**src/rtl/tick_scheduler.sv**
```systemverilog
// Shared timebase: one free-running prescaler produces base_tick, which NUM_CH
// channels divide down by their own programmable periods into one-cycle strobes.
module tick_scheduler #(
  parameter int PRESCALE = 5000,
  parameter int NUM_CH   = 4,
  parameter int PER_W    = 16
) (
  input  logic                      clk_50MHz,
  input  logic                      rst,
  input  logic                      cfg_valid,
  output logic                      cfg_ready,
  input  logic [$clog2(NUM_CH)-1:0] cfg_ch,
  input  logic [PER_W-1:0]          cfg_period,
  input  logic                      cfg_enable,
  output logic                      base_tick,
  output logic [NUM_CH-1:0]         ch_tick,
  output logic [NUM_CH-1:0]         ch_active
);

  localparam int                PRE_W    = $clog2(PRESCALE);
  localparam int                CH_W     = $clog2(NUM_CH);
  localparam logic [PRE_W-1:0]  PRE_LAST = PRE_W'(PRESCALE - 1);

  logic [PRE_W-1:0]  r_pre_cnt;
  logic              r_base_tick;
  logic              r_cfg_ready;
  logic [NUM_CH-1:0] r_ch_tick;
  logic [NUM_CH-1:0] r_ch_active;
  logic [PER_W-1:0]  r_period [NUM_CH];
  logic [PER_W-1:0]  r_ch_cnt [NUM_CH];

  logic              w_accept;
  logic [NUM_CH-1:0] w_sel;
  logic              w_wr_active;
  logic [PER_W-1:0]  w_wr_cnt;

  assign w_accept    = cfg_valid && r_cfg_ready;
  assign w_wr_active = cfg_enable && (cfg_period != '0);
  assign w_wr_cnt    = (cfg_period == '0) ? '0 : cfg_period - 1'b1;

  // An out-of-range cfg_ch matches no channel, so the write completes with no effect.
  always_comb begin
    w_sel = '0;
    for (int unsigned i = 0; i < NUM_CH; i++) begin
      if (w_accept && (cfg_ch == CH_W'(i))) begin
        w_sel[i] = 1'b1;
      end
    end
  end

  always_ff @(posedge clk_50MHz) begin
    if (rst) begin
      r_pre_cnt   <= '0;
      r_base_tick <= 1'b0;
    end else begin
      r_base_tick <= (r_pre_cnt == PRE_LAST);
      r_pre_cnt   <= (r_pre_cnt == PRE_LAST) ? '0 : r_pre_cnt + 1'b1;
    end
  end

  always_ff @(posedge clk_50MHz) begin
    if (rst) begin
      r_cfg_ready <= 1'b0;
      r_ch_tick   <= '0;
      r_ch_active <= '0;
      for (int unsigned i = 0; i < NUM_CH; i++) begin
        r_period[i] <= '0;
        r_ch_cnt[i] <= '0;
      end
    end else begin
      r_cfg_ready <= !w_accept;
      for (int unsigned i = 0; i < NUM_CH; i++) begin
        r_ch_tick[i] <= 1'b0;
        // A write takes priority and swallows a coincident base tick for its channel.
        if (w_sel[i]) begin
          r_period[i]    <= cfg_period;
          r_ch_active[i] <= w_wr_active;
          r_ch_cnt[i]    <= w_wr_cnt;
        end else if (r_base_tick && r_ch_active[i]) begin
          if (r_ch_cnt[i] == '0) begin
            r_ch_tick[i] <= 1'b1;
            r_ch_cnt[i]  <= r_period[i] - 1'b1;
          end else begin
            r_ch_cnt[i]  <= r_ch_cnt[i] - 1'b1;
          end
        end
      end
    end
  end

  assign cfg_ready = r_cfg_ready;
  assign base_tick = r_base_tick;
  assign ch_tick   = r_ch_tick;
  assign ch_active = r_ch_active;

endmodule
```
**config.mk**
```make
export PLATFORM = sky130hd
export DESIGN_NAME = tick_scheduler
export DESIGN_NICKNAME = d
export VERILOG_FILES = /design/src/rtl/tick_scheduler.sv
export SDC_FILE = /design/constraint.sdc
export NUM_CORES = 1
export LEC_CHECK = 0
export CORE_UTILIZATION = 25
export DETAILED_ROUTE_END_ITERATION = 8
export GPL_TIMING_DRIVEN = 0
export PLACE_DENSITY = 0.47
export SKIP_CTS_REPAIR_TIMING = 1
export SYNTH_ARGS = -nofsm -noshare
export SYNTH_HDL_FRONTEND = slang
export SYNTH_SLANG_ARGS = --single-unit
```
**constraint.sdc**
```tcl
create_clock -name clk_50MHz -period 3.5 [get_ports clk_50MHz]
set_input_delay 0.875 -clock clk_50MHz [delete_from_list [all_inputs] [get_ports clk_50MHz]]
set_output_delay 0.875 -clock clk_50MHz [all_outputs]
set_load 0.05 [all_outputs]
```
==> results.md <==
- The first-pass GRT wire length is 42.2 mm.
- The post-layout utilization of the core is 29.9%.
- Setup violations remaining at the end of the flow were counted as 2.
- The chip height is 190 µm.
- Once detailed placement completed, the half-perimeter wirelength came to 19.6 mm.
- The signal arrival time at the worst endpoint is 3.80 ns.
- The kind of launch point of the worst setup path is an input port.
- After synthesis, flip-flops and latches occupy 48.6% of the total area.
- The least setup slack across all paths after layout is -0.0154 ns.
- The placeable core region is 34700 µm².
- The net count of the mapped netlist is 938.
- The placer's final routability congestion estimate is 0.836.
- The type of destination of the critical path is a flip-flop.
- The share of total power dissipated in the clock network is 44.6%.
- The maximum number of pins on one net before global-route repair is 18.
- The count of input and output buffers is 26.
- The post-route netlist has 5.81% of its cells at a drive strength greater than 1.
- The repair_antennas step left the layout with diodes totalling 0.
- The normalized max-slew margin is 14.4%.
- The TritonCTS clock tree is done.
- The total detailed-routing wirelength is 27.5 mm.
- Relative to the synthesized area, the layout overhead comes to 17.2%.
- The count of synthesis-stage warnings from yosys is 0.
- The later pin in the worst-skew pair is clocked with a latency of 0.44 ns.
- The checks that failed: setup timing.
- The cell type with the highest aggregate area in the netlist is edfxtp_1.
- The worst setup skew after layout is 0.0140 ns.
- The synthesized area per cell is 9.78 µm².
- The clock drives 151 sinks.
- The min-delay analysis places its worst path in the category flip-flop to flip-flop.
- The number of buffers between clock root and the deepest sink is 2.
- In the final layout, the multi-input gates occupy 4360 µm².
- The net count of the finished layout is 984.
- The power per cell area is 434 nW/µm².
- The final hold violation count was 0.
- For the pin with the worst max-slew slack, the measured transition is 1.27 ns.
- The final period demand of the worst path is 3.52 ns.
- The layout has 3704 filler cells.
- The root buffer selected by CTS is clkbuf_16.
- Counting flops and latches in the post-synthesis netlist gives 151.
- From left edge to right edge, the die measures 190 µm.
- After global routing the overflow that remains totals 0.
- Counting flops with an async set or reset pin after synthesis yields a share of 0%.
- The number of antenna violations at the first check in global routing is 0.
- The clock input transition at the sequential cells of the worst setup and hold paths is 0.07 ns.
- The die area is 36200 µm².
- The number of vias per cell after detailed routing is 4.97.
- The predominant post-synthesis flop cell is edfxtp_1.
- The maximum fanout encountered on the critical timing path is 8.
- 32 I/O pins were placed.
- The number of nets with antenna violations after detailed routing is 0.
- Summed over its instances, the top area cell type makes up 43.4% of the synthesized netlist area.
- Setup repair after global routing could not meet its margin everywhere.
- The max-slew violation total from the final report was 0.
- Once the floorplan was initialized, standard cells occupied 25.5% of the core.
- VDD sags by at most 0.000314 V.
- After synthesis, the cell types taking the most area are edfxtp_1 43%, xor2_1 6.3%, xnor2_1 5.3%.
- In this run, placement finished with an instance count of 1387.
- The number of cells produced by synthesis is 905.
- The logic gate share of total power is 9.0%.
- For this design the total switching power over the nets is 1.18 mW.
- Summing all flip-flop and latch instances after layout gives 4300 µm².
- Global routing used 15.7% of the available tracks.
- The tool flagged a number of max-cap violations equal to 0.
- The routed layout has 7054 vias.
- The smallest hold slack is 0.452 ns.
- The net switching fraction of the power is 26.2%.
- Of the total power, registers draw 46.4%.
- The DRC violation count after routing is 0.
- The post-synth design cell area is 8850 µm².
- The flow ran to the end, but the final reports show violations.
- The row count is 68.
- The final non-filler cell total is 1419.
- The detailed router finished its first iteration with 516 violations.
- The count of TritonRoute iterations in the first routing pass is 5.
- Setup total negative slack on the finished layout was measured at -0.0294 ns.
- In this run the static leakage power is 3.65 nW.
- The H-tree was split into 4 levels.
- The internal power of the cells totals 3.32 mW.
- Counting distinct cell types in the post-synthesis netlist gives 57.
- STA puts the critical path data required time at 3.78 ns.
- The critical path is of the input port to flip-flop type.
- The number of enable-type register cells in the synthesized netlist is 128.
- The clock buffer count from CTS is 17.
- For this run, the top clock speed supported by timing is 284 MHz.
- The wire length per cell is 19.4 µm.
- The post-route clock period utilization is 100%.
- The via count of the first global-routing pass is 6994.
[cell type report]
cell class | count | area share (%)
multi-input cells | 696 | 42.0
repair buffers | 27 | 2.70
clock inverters | 14 | 1.81
plain buffers | 34 | 1.42
well taps | 455 | 5.49
clock buffers | 18 | 4.23
flip-flops and latches | 151 | 41.5
inverters | 24 | 0.868
[kinds of logic (layout without fill, tap and decap cells)]
kind of cell             after synthesis  after routing  synth area share, %
AO/OA/AOI/OAI                        143            143                 10.4
XOR/XNOR                             118            118                 11.7
adder cells (fa/ha/maj)               11             11                 1.55
buffers and inverters                 58            117                 2.66
flip-flops                           151            151                 48.6
multiplexers                           6              6                0.693
AND/OR/NAND/NOR                      418            418                 24.4
[metal layers]
| metal | global-route usage (%) | vias up | part of all wire, % |
|---|---|---|---|
| met1 | 21.4 | 3439 | 47 |
| met2 | 25.2 | 191 | 46 |
| met3 | 2.49 | 33 | 4.6 |
| met4 | 5.08 | 0 | 2.1 |
| li1 | - | 3391 | - |
| met5 | 0 | - | 0 |
[layout by cell type, fill, tap and decap left out, types with 6 or more instances in the layout]
master / n
nand2_1: 83
a31oi_1: 6
o22ai_1: 12
clkbuf_1: 28
nand3b_1: 7
nand3_1: 35
clkbuf_16: 17
nor2_1: 91
o211ai_1: 10
nand2b_1: 7
nand4_1: 6
and2_1: 59
ha_1: 11
o31ai_1: 10
a21oi_1: 37
edfxtp_1: 128
o21ai_0: 31
or4_1: 15
nor4_1: 18
xor2_1: 64
or3_1: 16
clkdlybuf4s50_1: 21
inv_1: 23
nor3_1: 43
dfxtp_1: 23
xnor2_1: 53
[worst paths after layout]
check                           slack [ns]  cells after the start                  endpoint                     start
worst max register to register        0.36                      7  r_ch_cnt[3][6]$_DFFE_PP_  r_ch_cnt[3][4]$_DFFE_PP_
worst min-delay path                  0.45                      1   r_pre_cnt[0]$_SDFF_PP0_   r_pre_cnt[0]$_SDFF_PP0_
worst min register to register        0.45                      1   r_pre_cnt[0]$_SDFF_PP0_   r_pre_cnt[0]$_SDFF_PP0_
worst max-delay path                 -0.02                      7  r_ch_cnt[3][6]$_DFFE_PP_             cfg_period[0]
[worst max-delay path: stages]
cell             delay, ns
clkdlybuf4s50_1       0.59
inv_2                 0.24
ha_1                  0.29
nand3b_1              0.27
o21ai_0               1.07
a21oi_1               0.27
a21oi_1               0.18
[Yosys cell counts (all sizes together), types with 4 or more instances]
master	n
nor2b	4
clkbuf	30
or4	16
ha	11
o211ai	10
o21ai	32
nor3	45
xor2	64
o31ai	10
nor4b	5
and2	61
nor3b	4
or2	5
edfxtp	128
a21oi	37
a22oi	5
o221ai	5
nand3b	7
xnor2	54
o22ai	12
and3	4
buf	4
nand3	35
a221oi	5
mux2i	5
or3	17
nand4b	4
nand2	85
nand4	6
nor4	20
nand2b	7
inv	24
a31oi	6
dfxtp	23
nor2	91
[through the flow]
step / power [mW] / worst slack (ns) / area, µm²
after floorplan: 2.36 / 0.510 / 8850
after global placement: 2.53 / -1.08 / 9680
after detailed placement: 2.53 / -1.03 / 9700
after CTS: 4.54 / -0.591 / 10300
after global routing: 4.65 / -0.0108 / 10400
final: 4.51 / -0.0154 / 10400
[power by group through the flow]
stage / registers [mW] / clock network, mW / logic [mW]
finish: 2.09 / 2.01 / 0.404
global route: 2.10 / 2.11 / 0.440
CTS: 2.09 / 2.04 / 0.402
detailed placement: 2.13 / 0 / 0.399
global placement: 2.13 / 0 / 0.397
floorplan: 2.12 / 0 / 0.238
[sequential cells by signal, summed over array words and instances, names as in the netlist]
name	cells
ch_active	4
ch_tick	4
r_period	64
base_tick	1
cfg_ready	1
r_pre_cnt	13
r_ch_cnt	64
(Power assumes the default switching activity.)
==> patch (same settings) <==
One comparison of `r_pre_cnt` changes from == to >=.
--- a/src/rtl/tick_scheduler.sv
+++ b/src/rtl/tick_scheduler.sv
@@ -54,7 +54,7 @@
       r_base_tick <= 1'b0;
     end else begin
       r_base_tick <= (r_pre_cnt == PRE_LAST);
-      r_pre_cnt   <= (r_pre_cnt == PRE_LAST) ? '0 : r_pre_cnt + 1'b1;
+      r_pre_cnt   <= (r_pre_cnt >= PRE_LAST) ? '0 : r_pre_cnt + 1'b1;
     end
   end
 
Behaviour: no difference found for any inputs over 10 cycles, from zero or initial values and one cycle with rst high; that may be too few to reach the edited logic, so the function may still have changed.
==> patch against the original RTL <==
- sequential cell count unchanged
- wire length down 3.3%
- maximum frequency up 1.1%
- non-clock buffer count down 1
- area after synthesis down 0.20%
- via count down 1.3%
- power up 1.1%
- design area about the same
- worst setup slack better by 0.038 ns
- largest power group unchanged
==> patch: results (changes against the original RTL) <==
| Metric | Value |
|---|---|
| Final wirelength | 26600 um (-3.3%) |
| Layout cell share with drive strength beyond 1 | 6.32% (+0.51 points) |
| EDFF count, synth | 128 (unchanged) |
| Mapped Nets | 923 (-1.6%) |
| Worst-path clk slew | 0.07 ns (about the same) |
| Leakage power | 3.66 nW (+0.12%) |
| # setup viols final | 0 (-2) |
| Starting DRT DRC Count | 628 (+22%) |
| Layout Skew | 0.0148 ns (+0.000766 ns) |
| Fill count | 3605 (-2.7%) |
| Vias in the first global route | 6646 (-5.0%) |
| Regs by FF count | r_ch_cnt (64), r_period (64), r_pre_cnt (13) |
| Gr usage total | 15.0% (-0.69 points) |
| Clk buf depth | 2 (unchanged) |
| Clock latency on the worst-skew pair | 0.44 ns (about the same) |
| Distinct cell type count after synthesis | 63 (+11%) |
| Seq/Total Area, Yosys | 48.7% (+0.096 points) |
| Peak supply drop | 0.311 mV (-0.81%) |
| Critical Path AT | 3.63 ns (-0.17 ns) |
| CTS root buffer | clkbuf_16 |
| Top cells by area, synth | edfxtp_1 (44%), xor2_1 (6.2%), dfxtp_1 (5.2%), xnor2_1 (5.0%), nor2_1 (3.8%) |
| Crit path launch | cfg_period[1] |
| NumNets Final | 970 (-1.4%) |
| Inserted Clock Buffers | 17 (unchanged) |
| I/O Buffers | 28 (+7.7%) |
| Antenna cells | 0 (unchanged) |
| CTS H-Tree Depth | 4 (unchanged) |
| Area growth syn-to-layout | 17.4% |
| Post-DP HPWL | 18700 um (-4.5%) |
| Most instantiated cells after synthesis | edfxtp_1 (128), nor2_1 (89), nand2_1 (77), xor2_1 (63), xnor2_1 (50) |
| Initial antenna violation count | 0 (unchanged) |
| First-pass GRT wire length | 40100 um (-4.9%) |
| Worst hold start | r_pre_cnt[0]$_SDFF_PP0_ |
| Largest net degree at the start of global routing | 19 (+1) |
| Synth warn | 0 (unchanged) |
| Relative slew slack | 21.3% (+6.9 points) |
| DR pass1 iterations | 5 (unchanged) |
| Status | finished, final reports clean |
| GPL Wtd Cong | 0.806 (-3.6%) |
| FF-to-FF Start | r_ch_cnt[2][0]$_SDFFCE_PN0P_ |
| CP max FO | 9 (+1) |
| Async SR Flop Fraction | 0% (unchanged) |
| HP Class | reg -> reg |
| Vias per inst | 4.96 (-0.32%) |
patch: worst paths after layout:
path	endpoint	slack, ns	cells after the start
hold / removal	r_pre_cnt[0]$_SDFF_PP0_	0.45	1
setup reg to reg	r_ch_cnt[2][6]$_SDFFCE_PN0P_	0.70	8
setup / recovery	r_ch_cnt[0][13]$_SDFFCE_PN0P_	0.02	9
hold reg to reg	r_pre_cnt[0]$_SDFF_PP0_	0.45	1
patch: metrics by stage:
stage	instance area, um2	worst slack [ns]	instances
after floorplan	8830	0.865	890
after global placement	9680	-0.653	1373
after detailed placement	9680	-0.596	1373
after CTS	10300	-0.152	1405
after global routing	10400	-0.0453	1405
final	10400	0.0226	1405
patch: kinds of logic (layout without fill, tap and decap cells):
kind of cell / count (synthesis) / after routing / share of synthesized area (%)
DFF: 151 / 151 / 48.7
and+or+nand+nor: 405 / 405 / 24.3
AOI/OAI and AO/OA: 144 / 144 / 10.8
muxes: 9 / 9 / 1.03
xor gates and xnor gates: 113 / 113 / 11.2
buffers and inverters: 57 / 117 / 2.45
adders and majority gates: 11 / 11 / 1.56
patch: layout make-up:
cell class	count	area [um2]	share of cell area (%)
clock inverters	13	193	1.86
clock buffers	19	443	4.27
inverters	25	93.8	0.905
well taps	455	569	5.49
multi-input cells	682	4370	42.1
plain buffers	32	123	1.18
repair buffers	28	280	2.70
flip-flops and latches	151	4300	41.5
patch: where the power goes:
group	total, mW	internal, mW	leakage [nW]	switching (mW)
Clock	2.05	1.22	0.305	0.825
Sequential	2.10	2.02	1.53	0.0716
Combinational	0.408	0.140	1.83	0.268
Total	4.55	3.39	3.66	1.16
patch: routing by layer:
layer	up-vias	routed length, um	share of wire [%]	track usage [%]
met5	-	0	0	0.549
met4	0	307	1.2	3.72
met3	18	1840	6.9	3.19
met2	226	11700	44	22.6
met1	3346	12700	48	21.6
li1	3372	-	-	-
patch: worst max-delay path: stages:
cell and delay, ns:
clkdlybuf4s50_1 0.49, inv_1 0.32, ha_1 0.34, nor2b_1 0.19
and3_1 0.17, clkbuf_1 0.24, nand2_1 0.33, nand2_1 0.47
o221ai_1 0.20
